===== src/rtl/d5m_pattern_source_pkg.sv =====
`default_nettype none
// ============================================================================
// Module   : d5m_pattern_source_pkg
// Brief    : Shared types and constants for the D5M test-pattern source:
//            pattern selector, FSM state encoding and the pixel width.
// Revision : 1.0 - initial release
// ============================================================================
package d5m_pattern_source_pkg;

  // Width of one D5M pixel sample (D[11:0])
  localparam int c_PIXEL_W = 12;

  // Test pattern selector, encoded as on the ul2Pattern input
  typedef enum logic [1:0] {
    PAT_RAMP    = 2'd0,
    PAT_BARS    = 2'd1,
    PAT_CHECKER = 2'd2,
    PAT_SOLID   = 2'd3
  } patternE;

  // Frame timing states
  typedef enum logic [2:0] {
    ST_IDLE   = 3'd0,
    ST_SOF    = 3'd1,
    ST_ACTIVE = 3'd2,
    ST_HBLANK = 3'd3,
    ST_VBLANK = 3'd4
  } stateE;

endpackage
`default_nettype wire


===== src/rtl/d5m_pattern_gen.sv =====
`default_nettype none
// ============================================================================
// Module   : d5m_pattern_gen
// Brief    : Combinational pixel value for one (row, col) position of the
//            selected test pattern.
// Revision : 1.0 - initial release
// ============================================================================
module d5m_pattern_gen
  import d5m_pattern_source_pkg::*;
#(
  parameter int COL_W = 10,
  parameter int ROW_W = 9
) (
  input  logic [1:0]           pattern,
  input  logic [COL_W-1:0]     col,
  input  logic [ROW_W-1:0]     row,
  input  logic [2:0]           barIndex,
  input  logic [c_PIXEL_W-1:0] solidLevel,
  output logic [c_PIXEL_W-1:0] pixel
);

  logic                 w_colBit3;
  logic                 w_rowBit3;
  logic [c_PIXEL_W-1:0] w_ramp;
  logic                 w_unusedRow;
  logic                 w_unusedCol;

  // Only bit 3 of row and the low bits of col matter to the patterns
  assign w_unusedRow = ^row;
  assign w_unusedCol = ^col;

  if (COL_W > 3) begin : g_colBit3
    assign w_colBit3 = col[3];
  end else begin : g_colBit3Narrow
    assign w_colBit3 = 1'b0;
  end

  if (ROW_W > 3) begin : g_rowBit3
    assign w_rowBit3 = row[3];
  end else begin : g_rowBit3Narrow
    assign w_rowBit3 = 1'b0;
  end

  // Ramp is the column number modulo 4096
  if (COL_W >= c_PIXEL_W) begin : g_rampWide
    assign w_ramp = col[c_PIXEL_W-1:0];
  end else begin : g_rampNarrow
    assign w_ramp = {{(c_PIXEL_W-COL_W){1'b0}}, col};
  end

  // Select the pattern; bars put the 3-bit index in every nibble (0x111 * i)
  always_comb begin
    pixel = '0;
    case (patternE'(pattern))
      PAT_RAMP:    pixel = w_ramp;
      PAT_BARS:    pixel = {1'b0, barIndex, 1'b0, barIndex, 1'b0, barIndex};
      PAT_CHECKER: pixel = (w_colBit3 ^ w_rowBit3) ? '1 : '0;
      PAT_SOLID:   pixel = solidLevel;
      default:     pixel = '0;
    endcase
  end

endmodule
`default_nettype wire


===== src/rtl/d5m_pattern_source.sv =====
`default_nettype none
// ============================================================================
// Module   : d5m_pattern_source
// Brief    : Transmit end of the D5M parallel pixel interface. Produces
//            FVAL/LVAL/D[11:0] frames carrying a selectable test pattern.
//            Optional macro D5M_PATTERN_SOURCE_FRAME_COUNT_EN replaces pixel
//            (0,0) of each frame with a 12-bit wrapping frame counter.
// Revision : 1.0 - initial release
// ============================================================================
module d5m_pattern_source
  import d5m_pattern_source_pkg::*;
#(
  parameter int ACTIVE_COLS = 640,
  parameter int ACTIVE_ROWS = 480,
  parameter int HBLANK      = 160,
  parameter int VBLANK      = 45,
  parameter int SOF_GAP     = 4
) (
  input  logic                 ul1Clock,
  input  logic                 ul1ResetN,
  input  logic                 ul1Enable,
  input  logic [1:0]           ul2Pattern,
  input  logic [c_PIXEL_W-1:0] ul12SolidValue,
  output logic                 ul1FrameValid,
  output logic                 ul1LineValid,
  output logic [c_PIXEL_W-1:0] ul12PixelData,
  output logic                 ul1Busy
);

  localparam int c_COL_W     = (ACTIVE_COLS > 1) ? $clog2(ACTIVE_COLS) : 1;
  localparam int c_ROW_W     = (ACTIVE_ROWS > 1) ? $clog2(ACTIVE_ROWS) : 1;
  localparam int c_BAR_LEN   = ACTIVE_COLS / 8;
  localparam int c_BARCNT_W  = (c_BAR_LEN > 1) ? $clog2(c_BAR_LEN) : 1;
  localparam int c_GAP_MAX   = (SOF_GAP > HBLANK) ?
                               ((SOF_GAP > VBLANK) ? SOF_GAP : VBLANK) :
                               ((HBLANK > VBLANK) ? HBLANK : VBLANK);
  localparam int c_GAP_W     = (c_GAP_MAX > 1) ? $clog2(c_GAP_MAX) : 1;

  localparam logic [c_COL_W-1:0]    c_COL_LAST = c_COL_W'(ACTIVE_COLS - 1);
  localparam logic [c_ROW_W-1:0]    c_ROW_LAST = c_ROW_W'(ACTIVE_ROWS - 1);
  localparam logic [c_BARCNT_W-1:0] c_BAR_LAST = c_BARCNT_W'(c_BAR_LEN - 1);
  localparam logic [c_GAP_W-1:0]    c_SOF_LAST = c_GAP_W'(SOF_GAP - 1);
  localparam logic [c_GAP_W-1:0]    c_HB_LAST  = c_GAP_W'(HBLANK - 1);
  localparam logic [c_GAP_W-1:0]    c_VB_LAST  = c_GAP_W'(VBLANK - 1);

  stateE                 r_state;
  logic [c_COL_W-1:0]    r_col;
  logic [c_ROW_W-1:0]    r_row;
  logic [2:0]            r_bar;
  logic [c_BARCNT_W-1:0] r_barCnt;
  logic [c_GAP_W-1:0]    r_gapCnt;
  logic [1:0]            r_pattern;
  logic [c_PIXEL_W-1:0]  r_solid;
  logic                  r_fval;
  logic                  r_lval;
  logic [c_PIXEL_W-1:0]  r_data;
  logic                  r_busy;

  logic [c_COL_W-1:0]    w_genCol;
  logic [c_ROW_W-1:0]    w_genRow;
  logic [2:0]            w_genBar;
  logic [c_PIXEL_W-1:0]  w_genPix;
  logic [c_PIXEL_W-1:0]  w_pixNext;

  // Coordinates of the pixel that will be on the bus after the next edge
  always_comb begin
    w_genCol = '0;
    w_genRow = r_row;
    w_genBar = 3'd0;
    if (r_state == ST_ACTIVE) begin
      w_genCol = r_col + 1'b1;
      w_genBar = (r_barCnt == c_BAR_LAST) ? r_bar + 3'd1 : r_bar;
    end else if (r_state == ST_HBLANK) begin
      w_genRow = r_row + 1'b1;
    end
  end

  d5m_pattern_gen #(
    .COL_W (c_COL_W),
    .ROW_W (c_ROW_W)
  ) u_gen (
    .pattern    (r_pattern),
    .col        (w_genCol),
    .row        (w_genRow),
    .barIndex   (w_genBar),
    .solidLevel (r_solid),
    .pixel      (w_genPix)
  );

`ifdef D5M_PATTERN_SOURCE_FRAME_COUNT_EN
  logic [c_PIXEL_W-1:0] r_frameCnt;

  // Count completed frames; bumps on every VBLANK exit
  always_ff @(posedge ul1Clock or negedge ul1ResetN) begin
    if (!ul1ResetN) begin
      r_frameCnt <= '0;
    end else if (r_state == ST_VBLANK && r_gapCnt == c_VB_LAST) begin
      r_frameCnt <= r_frameCnt + 1'b1;
    end
  end

  // Pixel (0,0) is only ever loaded from SOF, so it carries the count
  assign w_pixNext = (r_state == ST_SOF) ? r_frameCnt : w_genPix;
`else
  assign w_pixNext = w_genPix;
`endif

  // Frame timing FSM with registered D5M outputs
  always_ff @(posedge ul1Clock or negedge ul1ResetN) begin
    if (!ul1ResetN) begin
      r_state   <= ST_IDLE;
      r_col     <= '0;
      r_row     <= '0;
      r_bar     <= '0;
      r_barCnt  <= '0;
      r_gapCnt  <= '0;
      r_pattern <= '0;
      r_solid   <= '0;
      r_fval    <= 1'b0;
      r_lval    <= 1'b0;
      r_data    <= '0;
      r_busy    <= 1'b0;
    end else begin
      case (r_state)
        ST_IDLE: begin
          if (ul1Enable) begin
            r_state   <= ST_SOF;
            r_gapCnt  <= '0;
            r_row     <= '0;
            r_col     <= '0;
            r_pattern <= ul2Pattern;
            r_solid   <= ul12SolidValue;
            r_fval    <= 1'b1;
            r_busy    <= 1'b1;
          end
        end
        ST_SOF: begin
          if (r_gapCnt == c_SOF_LAST) begin
            r_state  <= ST_ACTIVE;
            r_col    <= '0;
            r_bar    <= '0;
            r_barCnt <= '0;
            r_lval   <= 1'b1;
            r_data   <= w_pixNext;
          end else begin
            r_gapCnt <= r_gapCnt + 1'b1;
          end
        end
        ST_ACTIVE: begin
          if (r_col == c_COL_LAST) begin
            r_state  <= ST_HBLANK;
            r_gapCnt <= '0;
            r_lval   <= 1'b0;
            r_data   <= '0;
          end else begin
            r_col    <= w_genCol;
            r_bar    <= w_genBar;
            r_barCnt <= (r_barCnt == c_BAR_LAST) ? '0 : r_barCnt + 1'b1;
            r_data   <= w_pixNext;
          end
        end
        ST_HBLANK: begin
          if (r_gapCnt == c_HB_LAST) begin
            r_gapCnt <= '0;
            if (r_row == c_ROW_LAST) begin
              r_state <= ST_VBLANK;
              r_fval  <= 1'b0;
            end else begin
              r_state  <= ST_ACTIVE;
              r_row    <= w_genRow;
              r_col    <= '0;
              r_bar    <= '0;
              r_barCnt <= '0;
              r_lval   <= 1'b1;
              r_data   <= w_pixNext;
            end
          end else begin
            r_gapCnt <= r_gapCnt + 1'b1;
          end
        end
        ST_VBLANK: begin
          if (r_gapCnt == c_VB_LAST) begin
            r_gapCnt <= '0;
            if (ul1Enable) begin
              r_state   <= ST_SOF;
              r_row     <= '0;
              r_col     <= '0;
              r_pattern <= ul2Pattern;
              r_solid   <= ul12SolidValue;
              r_fval    <= 1'b1;
            end else begin
              r_state <= ST_IDLE;
              r_busy  <= 1'b0;
            end
          end else begin
            r_gapCnt <= r_gapCnt + 1'b1;
          end
        end
        default: begin
          r_state <= ST_IDLE;
          r_fval  <= 1'b0;
          r_lval  <= 1'b0;
          r_data  <= '0;
          r_busy  <= 1'b0;
        end
      endcase
    end
  end

  assign ul1FrameValid = r_fval;
  assign ul1LineValid  = r_lval;
  assign ul12PixelData = r_data;
  assign ul1Busy       = r_busy;

endmodule
`default_nettype wire

===== config.mk =====
export PLATFORM = sky130hd
export DESIGN_NAME = d5m_pattern_source
export DESIGN_NICKNAME = d
export VERILOG_FILES = /design/src/rtl/d5m_pattern_source_pkg.sv /design/src/rtl/d5m_pattern_gen.sv /design/src/rtl/d5m_pattern_source.sv
export SDC_FILE = /design/constraint.sdc
export NUM_CORES = 1
export LEC_CHECK = 0
export CAP_MARGIN = 10
export CORE_MARGIN = 2
export CORE_UTILIZATION = 40
export DETAILED_ROUTE_END_ITERATION = 8
export GPL_TIMING_DRIVEN = 0
export SLEW_MARGIN = 20
export SYNTH_ARGS = -nofsm -noshare
export SYNTH_HDL_FRONTEND = slang
export SYNTH_SLANG_ARGS = --single-unit

===== constraint.sdc =====
create_clock -name ul1Clock -period 2.4 [get_ports ul1Clock]
set_input_delay 0.48 -clock ul1Clock [delete_from_list [all_inputs] [get_ports ul1Clock]]
set_output_delay 0.48 -clock ul1Clock [all_outputs]
set_load 0.005 [all_outputs]

Yosys cells after proc, flatten, opt, wreduce, memory -nomap -nowiden
Index checks and enable logic that the tools add are counted.
- add/subtract/negate cells: 5
- $mul: 0
- div/mod/pow operators: 0
- magnitude comparators: 0
- eq/ne operators: 24
- shifts and indexed selects: 0
- mux-type cells: 69
- bitwise logic cells: 4
- reductions and logical operators: 20
- operators with widths (kind ; count):
    $pmux W12 S4 ; 2
    $mux W12 ; 7
    $mux W10 ; 7
    $mux W9 ; 6
    $pmux W10 S5 ; 1
    $mux W8 ; 5
    $pmux W8 S5 ; 1
    $mux W3 ; 12
    $mux W7 ; 5
    $pmux W9 S3 ; 1
    $pmux W12 S2 ; 1
    $pmux W7 S3 ; 1
    $reduce_and A4 Y1 ; 5
    $reduce_and A5 Y1 ; 4
    $ne A2 B2 Y1 const B ; 8
    $pmux W3 S5 ; 1
    $mux W1 ; 12
    $add A10 B1 Y10 const B ; 1
    $eq A10 B10 Y1 const B ; 1
    $add A9 B1 Y9 const B ; 1
    $eq A9 B9 Y1 const B ; 1
    $pmux W3 S3 ; 1
    $add A8 B1 Y8 const B ; 1
    $eq A8 B2 Y1 const B ; 1
    26 further kinds ; 36
- register bits after elaboration: 69
- latch bits: 0
- RAM bits: 0
- memory bits (read-only): 0
- input bits: 17
- output and inout bits: 15
- word-level logic and storage cells: 135
- memories kept: 0

Logic depth before layout (Yosys ltp)
Gate-level depths: netlist of run 1.
- word-level depth: 9
- depth in mapped cells: 9
- mapped depth without buffers: 8

Cells and area by module
A second synthesis of run 1 with hierarchy kept.
- cells, all modules: 414
- area, all modules: 3995.1 sq um
- by module, submodules not included (module ; instances ; cells an instance ; area each (sq um) ; seq. area each (sq um)):
    d5m_pattern_source ; 1 ; 367 ; 3673.5 ; 1726.7
    d5m_pattern_gen ; 1 ; 47 ; 321.6 ; 0.0

Worst setup path before layout of run 1
Ideal clock, no wire load.
- path kind: register to register
- start point: reg r_gapCnt[0]
- end point: reg r_col[1]
- library setup time: 0.128 ns
- arrival time: 1.888 ns
- required time: 2.272 ns
- slack: 0.384 ns
- stages on the path, launching flop included: 8
- buffers on the path: 1
- clock period less this slack: 2.016 ns
- path through: dfrtp_1 -> ha_1 -> and3_1 -> a41o_1 -> and3_1 -> buf_6 -> o211ai_4 -> mux2_1
- word-level cells in the longest chain between the ends: 3
- elaborated cells between the ends (all ways): 7
- classes of those cells: eq/ne (6); reduce/logical (1)
- RTL lines (element ; line ; source):
    from (decl) ; d5m_pattern_source.sv:51 ; logic [c_GAP_W-1:0] r_gapCnt;
    from (signal assigned) ; d5m_pattern_source.sv:146 ; r_gapCnt <= r_gapCnt + 1'b1;
    from (signal assigned) ; d5m_pattern_source.sv:178 ; r_gapCnt <= r_gapCnt + 1'b1;
    from (signal assigned) ; d5m_pattern_source.sv:196 ; r_gapCnt <= r_gapCnt + 1'b1;
    $eq A8 B2 Y1, or another cell as far along ; d5m_pattern_source.sv:138 ; if (r_gapCnt == c_SOF_LAST) begin
    $ne A2 B2 Y1 (no source line) / $ne A2 B1 Y1 (equally long branches) ; n/a ;
    $reduce_and A6 Y1 (no source line) (*) ; n/a ;
    to (signal assigned) ; d5m_pattern_source.sv:156 ; r_col <= w_genCol;
    to (decl) ; d5m_pattern_source.sv:47 ; logic [c_COL_W-1:0] r_col;
Every way passes the cells marked *; elsewhere a longest branch is shown, timed or not.
A chain may end at the register's enable or synchronous reset.

Worst setup path after layout of run 1
Ends and elaborated chain as after synthesis.

==> impl_metrics.tcl, run 1 <==
set metrics [dict create \
    post-place-cells 556 \
    antenna_found_initial 0 \
    fin_util_pct 49.87 \
    synth_flop_cell "dfrtp_1" \
    reg2reg_slack_ns 0.15 \
    slew_violations 0 \
    avgSynthCellArea_um2 9.820 \
    cp.arrival_ns 2.47 \
    final_nets 462 \
    postCtsSetupBuffers 0 \
    fp.dieW_um 102.5 \
    ctsHtreeMaxLevel 3 \
    dieArea_um2 10500 \
    clockRootBuffer "clkbuf_8" \
    numCtsBuffers 9 \
    cts_tree "yes" \
    yosys_warnings 0 \
    drive_above_1_share_pct 14.19 \
    synth_edf_count 0 \
    cpMostUsedCell "and3_1" \
    yosysMostFrequentCell "dfrtp_1" \
    crit_path_end_kind "flop" \
    worstPathCellList "ha_1 -> and3_1 -> a41o_1 -> and3_1 -> buf_6 -> o211ai_4 -> mux2_1" \
    initial_core_util_pct 41.58 \
    synth.area.top_cells "dfrtp_1 (45%), o21ai_0 (5.3%), nand2_1 (5.0%)" \
    cp_slowest_cell "dfrtp_1" \
    grt_pass1_vias 3096 \
    clkTransAtPathRegs_ns 0.07 \
    stdcell_area_um2 4652 \
    grt_pass1_wl_um 15420 \
    relSlewSlack_pct 66.04 \
    clk_latency_ns 0.35 \
    ys_seq_elements 69 \
    grt_use_total_pct 18.94 \
    postSynth.asyncResetShare_pct 100.0 \
    total_power_mw 5.550 \
    fin_crit_sh_pct 93.79 \
    drt-initial-drc-count 125 \
    coreArea_um2 9328 \
    worst_pin_slew_ns 0.5055 \
    grt_max_degree 56 \
    synth_commonest_cells "dfrtp_1 (69), nand2_1 (52), o21ai_0 (41), nor2_1 (30), mux2_2 (16)" \
    finalWirelength_um 9112 \
    setup_tns_ns 0 \
    netlist_area_um2 3879 \
    clock_skew_ns 0.01511 \
    place_ws_ns 0.04736 \
    ant_nets 0 \
    yosysTopAreaCellShare_pct 44.52 \
    holdWs_ns 0.4896 \
    place.gp.congestion 0.8153 \
    cp_data_required_time_ns 2.62 \
    drv_cap 0 \
    grt-ovfl-total 0 \
    vias_per_cell 5.442 \
    synth_top_cell_by_area "dfrtp_1" \
    ir_drop_uv 512.6 \
    cpLargestDelayFamily "compound AO/OA/AOI/OAI gates" \
    hp-class "flop to flop" \
    crit_path_max_fanout 10 \
    io_pins 32 \
    final_cells 573 \
    clock_path_buffers 2 \
    power_density_nw_per_um2 1193 \
    cpPeakStageDelay_ns 0.42 \
    n_fill_cell 902 \
    synthToLayoutAreaGrowth_pct 19.94 \
    period_needed_ns 2.251 \
    cts_sinks 69 \
    drc_errors 0 \
    path_class "flop to flop" \
    p_leak_nw 2.014 \
    antenna_cells 0 \
    chipHeight_um 102.5 \
    start_kind "flop" \
    cp_num_buf_inv 1 \
    setup_viol 0 \
    status "completed" \
    yosysSeqAreaShare_pct 44.52 \
    wl_per_cell_um 15.90 \
    hold_violations 0 \
    rsz0062_at_grt "false" \
    dr.pass1.iters 4 \
    netlist-cell-type-count 66 \
    setup_ws_ns 0.1489 \
    synth_cells 395 \
    vias 3118 \
    std_cell_rows 35 \
    io_buffer_count 31 \
    hpwl_um 6615 \
    max_freq_mhz 444.2 \
    synth_nets 418 \
    placed_area_um2 4375 \
]
## worst paths after layout
| check | startpoint | endpoint | depth (start not counted) |
|---|---|---|---|
| min in group asynchronous | ul1ResetN | r_barCnt[4] | 2 |
| worst min register to register | ul1FrameValid | ul1FrameValid | 2 |
| max in group asynchronous | ul1ResetN | ul12PixelData[3] | 3 |
| worst max-delay path | r_gapCnt[0] | r_col[1] | 7 |
| worst max register to register | r_gapCnt[0] | r_col[1] | 7 |
| worst min-delay path | ul1FrameValid | ul1FrameValid | 2 |
## logic make-up after synthesis
group | share of synthesized area [%]
compound gates | 20.52
xor+xnor | 4.033
fa+ha+maj | 1.935
buf+inv | 2.871
flops | 44.52
mux | 5.452
simple gates | 20.68
## per-layer routing
metal	track usage [%]	routed length, µm	vias to the layer above
met5	0	0	-
met4	4.821	82	0
met3	4.309	283	6
met2	30.97	4477	53
met1	25.47	4269	1519
li1	-	-	1540
## power breakdown
group / internal [mW] / switching (mW) / leakage [nW]
Combinational: 1.04 / 1.49 / 0.992
Clock: 0.798 / 0.441 / 0.125
Sequential: 1.50 / 0.283 / 0.898
## state kept, by name, indices dropped and copies added (netlist names), 3 cells and up
| signal | flops |
|---|---|
| r_state | 3 |
| r_solid | 12 |
| ul12PixelData | 12 |
| r_col | 10 |
| r_gapCnt | 8 |
| r_bar | 3 |
| r_barCnt | 7 |
| r_row | 9 |
## worst min-delay path: stages (launching register included)
cell     delay, ns
dfrtp_1       0.35
nand2_1       0.05
nand2_1       0.05
## timing repair
item / CTS / global route
endpoints found under the setup margin: 0 / 14
endpoints found under the hold margin: 14 / 0
hold buffers: 1 / 0
gates resized for setup: 0 / 2
## layout make-up
class | count | area (µm²) | share of cell area [%]
well taps | 129 | 161.4 | 3.470
repair buffers | 33 | 345.3 | 7.423
clock inverters | 4 | 120.1 | 2.582
flip-flops and latches | 69 | 1727 | 37.12
multi-input cells | 304 | 2052 | 44.11
inverters | 5 | 18.77 | 0.4034
plain buffers | 17 | 92.59 | 1.990
clock buffers | 12 | 135.1 | 2.905
## layout by cell type, fill, tap and decap left out, types with 5 or more instances in the layout
master,count
nor3_1,7
clkbuf_8,9
ha_1,6
nor2_1,29
a21oi_1,11
clkdlybuf4s50_1,30
xnor2_1,8
nand3_1,12
xor2_1,8
nand2_1,52
and3_1,13
mux2_2,16
a21o_1,8
o21ai_0,41
nand4_1,9
dfrtp_1,69
buf_2,5
inv_1,5
a22oi_1,5
clkbuf_1,11
No activity file was read; power rests on OpenSTA's default activity.
==> run 2, diff against run 1 <==
- CORE_UTILIZATION: 40 -> 50
- PLACE_DENSITY: default -> 0.7
==> run 2 against run 1 <==
Design area decreased by 2.0%. Die area decreased by 19%. First-iteration DRC count unchanged. Setup slack improved by 0.011 ns. Global-route usage increased by 3.2 points. Sequential share of layout area rose by 0.77 points.
==> impl_metrics.tcl, run 2 (synthesis gave the netlist of run 1 again) <==
set metrics [dict create \
    status "completed" \
    wl_met3_um 376 \
    ir_drop_uv 579.8 \
    hp-class "input port to async pin" \
    chipHeight_um 92.08 \
    drive_above_1_share_pct 14.67 \
    io_pins 32 \
    period_needed_ns 2.240 \
    drc_errors 0 \
    cts_sinks 69 \
    clkTransAtPathRegs_ns 0.08 \
    antenna_found_initial 0 \
    wl_met1_um 3967 \
    hold_violations 0 \
    route.met2.wl_um 4312 \
    grt-ovfl-total 0 \
    place.gp.congestion 0.8295 \
    antenna_cells 0 \
    fin_crit_sh_pct 93.34 \
    rsz0062_at_grt "false" \
    postCtsSetupBuffers 0 \
    p_leak_nw 1.989 \
    grt_pass1_wl_um 14990 \
    power_density_nw_per_um2 1165 \
    vias 3189 \
    fin_util_pct 59.90 \
    vias_per_cell 5.851 \
    worst_pin_slew_ns 0.5244 \
    crit_path_max_fanout 10 \
    synthToLayoutAreaGrowth_pct 17.48 \
    layout_common_cells "dfrtp_1 (69), nand2_1 (52), o21ai_0 (41)" \
    setup_viol 0 \
    ctsHtreeMaxLevel 3 \
    fp.dieW_um 92.08 \
    slew_violations 0 \
    dieArea_um2 8478 \
    max_freq_mhz 446.4 \
    hpwl_um 6403 \
    relSlewSlack_pct 65.04 \
    clock_path_buffers 2 \
    cp_data_required_time_ns 2.63 \
    cp.arrival_ns 2.47 \
    drv_cap 0 \
    crit_path_end_kind "flop" \
    io_buffer_count 31 \
    grt_max_degree 52 \
    highest_layer "met4" \
    layout_commonest_cell "dfrtp_1" \
    setup_tns_ns 0 \
    final_nets 461 \
    coreArea_um2 7607 \
    std_cell_rows 32 \
    ant_nets 0 \
    initial_core_util_pct 50.99 \
    clockRootBuffer "clkbuf_8" \
    grt_use_total_pct 22.12 \
    start_kind "flop" \
    path_class "flop to flop" \
    n_fill_cell 666 \
    wl_per_cell_um 16.07 \
    cts_tree "yes" \
    clock_skew_ns 0.01170 \
    grt_pass1_vias 3126 \
    finalWirelength_um 8760 \
    dr.pass1.iters 6 \
    numCtsBuffers 9 \
    clk_latency_ns 0.35 \
    drt-initial-drc-count 125 \
]
[run 2: changes by cell type in the layout (fill, tap and decap cells not counted), sizes merged]
cell,before,now
clkinv,0,2
clkbuf,20,18
clkinvlp,0,1
bufinv,4,1
dlygate4sd3,1,0
inv,5,7
[run 2: final timing paths]
| check | start | slack, ns | endpoint | cells after the start |
|---|---|---|---|---|
| max | r_gapCnt[1] | 0.16 | r_col[1] | 7 |
| min | ul1ResetN | 0.008 | r_col[8] | 1 |
| max reg2reg | r_gapCnt[1] | 0.16 | r_col[1] | 7 |
| min reg2reg | ul12PixelData[11] | 0.49 | ul12PixelData[11] | 2 |
| max in group asynchronous | ul1ResetN | 1.84 | r_col[3] | 2 |
| min in group ul1Clock | ul12PixelData[11] | 0.49 | ul12PixelData[11] | 2 |
[run 2: worst max-delay path, cell delays in order, from the launching register on]
cell and delay, ns:
dfrtp_1 0.43, ha_1 0.24, and3_1 0.24, a41o_1 0.35
and3_1 0.21, buf_6 0.14, o211ai_4 0.15, mux2_1 0.35
[run 2: per-stage QoR]
stage          setup WS (ns)  instance area, µm²  std cells  total power [mW]  hold WS (ns)
6_report              0.1599                4557        545             5.307      0.008428
4_1_cts              0.07974                4548        545             5.309      0.009574
3_5_place_dp         0.05235                4342        529             4.312        0.3869
5_1_grt             0.005950                4557        545             5.694       0.02082
3_3_place_gp          -1.582                4317        528             4.241        0.4618
2_1_floorplan         0.3840                3879        395             3.553        0.1844
[run 2: area by class of cell]
class | instances | area [µm²] | area share [%]
clock inverter | 6 | 68.82 | 1.510
inverter | 5 | 18.77 | 0.4119
buffer | 17 | 92.59 | 2.032
sequential | 69 | 1727 | 37.89
clock buffer | 10 | 137.6 | 3.020
tap | 102 | 127.6 | 2.801
timing repair buffer | 32 | 335.3 | 7.359
multi-input combinational | 304 | 2049 | 44.98
[run 2: where the power goes]
part,switching [mW],total (mW),leakage [nW],internal [mW]
combinational,1.49,2.53,0.988,1.04
clock,0.480,0.995,0.103,0.516
sequential,0.281,1.78,0.898,1.50
[run 2: timing repair]
action	CTS	global route
endpoints found under the hold margin	0	0
hold buffers	0	0
gates resized for setup	0	1
endpoints found under the setup margin	0	9
[run 2: metal layers]
| metal | global-route usage (%) | up-vias |
|---|---|---|
| li1 | - | 1537 |
| met1 | 30.15 | 1571 |
| met2 | 35.91 | 71 |
| met3 | 3.533 | 10 |
| met4 | 7.836 | 0 |
| met5 | 0 | - |
==> run 3, diff against run 2 <==
- CORE_MARGIN: 2 -> 5
==> run 3 against run 2 <==
Design area is 0.55% lower. Clock power is 11% lower. Combinational power hardly changed. Register-to-register slack hardly changed. Worst hold slack better by 0.058 ns. Sequential share of layout area is 0.21 points higher. Largest power group unchanged.
==> impl_metrics.tcl, run 3 (synthesis gave the netlist of run 1 again) <==
set metrics [dict create \
    setup_viol 0 \
    n_fill_cell 661 \
    multi_input_area_um2 2052 \
    final_nets 461 \
    worst_pin_slew_ns 0.4833 \
    clock_path_buffers 2 \
    grt-ovfl-total 0 \
    synthToLayoutAreaGrowth_pct 16.84 \
    cts_sinks 69 \
    ff_latch_area_um2 1727 \
    worstPathCellList "ha_1 -> and3_1 -> a41o_2 -> and3_1 -> buf_6 -> o211ai_4 -> mux2_1" \
    power_density_nw_per_um2 1150 \
    seqPwrFrac_pct 34.2 \
    p_int_mw 2.974 \
    vias_per_cell 5.817 \
    hold_violations 0 \
    initial_core_util_pct 50.72 \
    coreArea_um2 7647 \
    cp_num_buf_inv 1 \
    finalWirelength_um 8850 \
    setup_ws_ns 0.1629 \
    drv_cap 0 \
    period_needed_ns 2.237 \
    wl_met1_um 4025 \
    cts_tree "yes" \
    drt-initial-drc-count 129 \
    grt_use_total_pct 19.40 \
    cpMostUsedCell "and3_1" \
    holdWs_ns 0.06620 \
    cp_slowest_cell "dfrtp_1" \
    clockRootBuffer "clkbuf_8" \
    io_pins 32 \
    status "completed" \
    grt_max_degree 39 \
    start_kind "flop" \
    fin_crit_sh_pct 93.21 \
    path_class "flop to flop" \
    io_buffer_count 31 \
    wl_per_cell_um 16.24 \
    rsz0062_at_grt "false" \
    grt_pass1_vias 3163 \
    clock_skew_ns 0.008761 \
    hp-class "input port to async pin" \
    layout_commonest_cell "dfrtp_1" \
    fp.dieW_um 98.08 \
    antenna_found_initial 0 \
    ir_drop_uv 529.5 \
    layout_common_cells "dfrtp_1 (69), nand2_1 (52), o21ai_0 (41)" \
    total_power_mw 5.210 \
    p_leak_nw 1.966 \
    cp.arrival_ns 2.47 \
    place_ws_ns 0.07966 \
    crit_path_max_fanout 10 \
    setup.worst_path.start "r_gapCnt[0]" \
    ctsHtreeMaxLevel 3 \
    slew_violations 0 \
    dieArea_um2 9619 \
    power_frac_comb_pct 48.8 \
    numCtsBuffers 9 \
    cpPeakStageDelay_ns 0.42 \
    wl_met3_um 340 \
    clkTransAtPathRegs_ns 0.08 \
    relSlewSlack_pct 67.55 \
    switchingPower_mw 2.236 \
    clk_latency_ns 0.34 \
    ant_nets 0 \
    crit_path_end_kind "flop" \
    cp_data_required_time_ns 2.63 \
    max_freq_mhz 447.0 \
    drc_errors 0 \
    holdBufCountCts 0 \
    place.gp.congestion 0.8552 \
    antenna_cells 0 \
    grt_pass1_wl_um 15190 \
    cpLargestDelayFamily "compound AO/OA/AOI/OAI gates" \
    drive_above_1_share_pct 15.12 \
    std_cell_rows 32 \
    dr.pass1.iters 5 \
    pwr-share-clk_pct 17.0 \
    swShare_pct 42.92 \
    hpwl_um 6520 \
    chipHeight_um 98.08 \
    highest_layer "met4" \
    rr_startpoint "r_gapCnt[0]" \
    route.met2.wl_um 4373 \
    vias 3170 \
]
[run 3: worst paths after layout]
kind                            slack (ns)           endpoint  cells past startpoint
worst max-delay path                  0.16           r_col[1]                      7
worst min-delay path                  0.07        r_barCnt[4]                      1
worst max register to register        0.16           r_col[1]                      7
worst min register to register        0.48  ul12PixelData[11]                      2
max in group asynchronous             1.79         r_solid[8]                      2
min in group ul1Clock                 0.48  ul12PixelData[11]                      2
[run 3: area by class of cell]
cell class                      count  area share (%)
Timing Repair Buffer               32           7.234
Clock buffer                       11           3.341
Buffer                             17           2.043
Sequential cell                    69           38.10
Multi-Input combinational cell    304           45.28
Clock inverter                      5          0.7731
Inverter                            5          0.4141
Tap cell                          102           2.816
[run 3: power groups by stage]
stage	Sequential, mW	Combinational, mW	Clock, mW
4_1_cts	1.78	2.53	0.910
2_1_floorplan	1.73	1.83	0
5_1_grt	1.83	2.81	0.959
3_5_place_dp	1.80	2.52	0
3_3_place_gp	1.79	2.45	0
6_report	1.78	2.54	0.885
[run 3: per-stage QoR]
stage / area (µm²) / setup TNS (ns) / cells / util (%)
floorplan: 3879 / 0 / 395 / -
global placement: 4317 / -106.84 / 528 / 56.45
detailed placement: 4334 / 0 / 529 / 56.68
CTS: 4521 / 0 / 545 / 59.11
global route: 4532 / 0 / 545 / 59.26
finish: 4532 / 0 / 545 / 59.26
[run 3: routing by layer]
layer / global-route usage, % / vias to the layer above
met5: 0 / -
met1: 25.81 / 1556
li1: - / 1534
met3: 5.143 / 9
met2: 30.99 / 71
met4: 6.177 / 0
[run 3: timing repair]
action,in CTS,in global routing
gates resized for setup,0,3
setup buffers,0,0
endpoints found under the setup margin,0,12
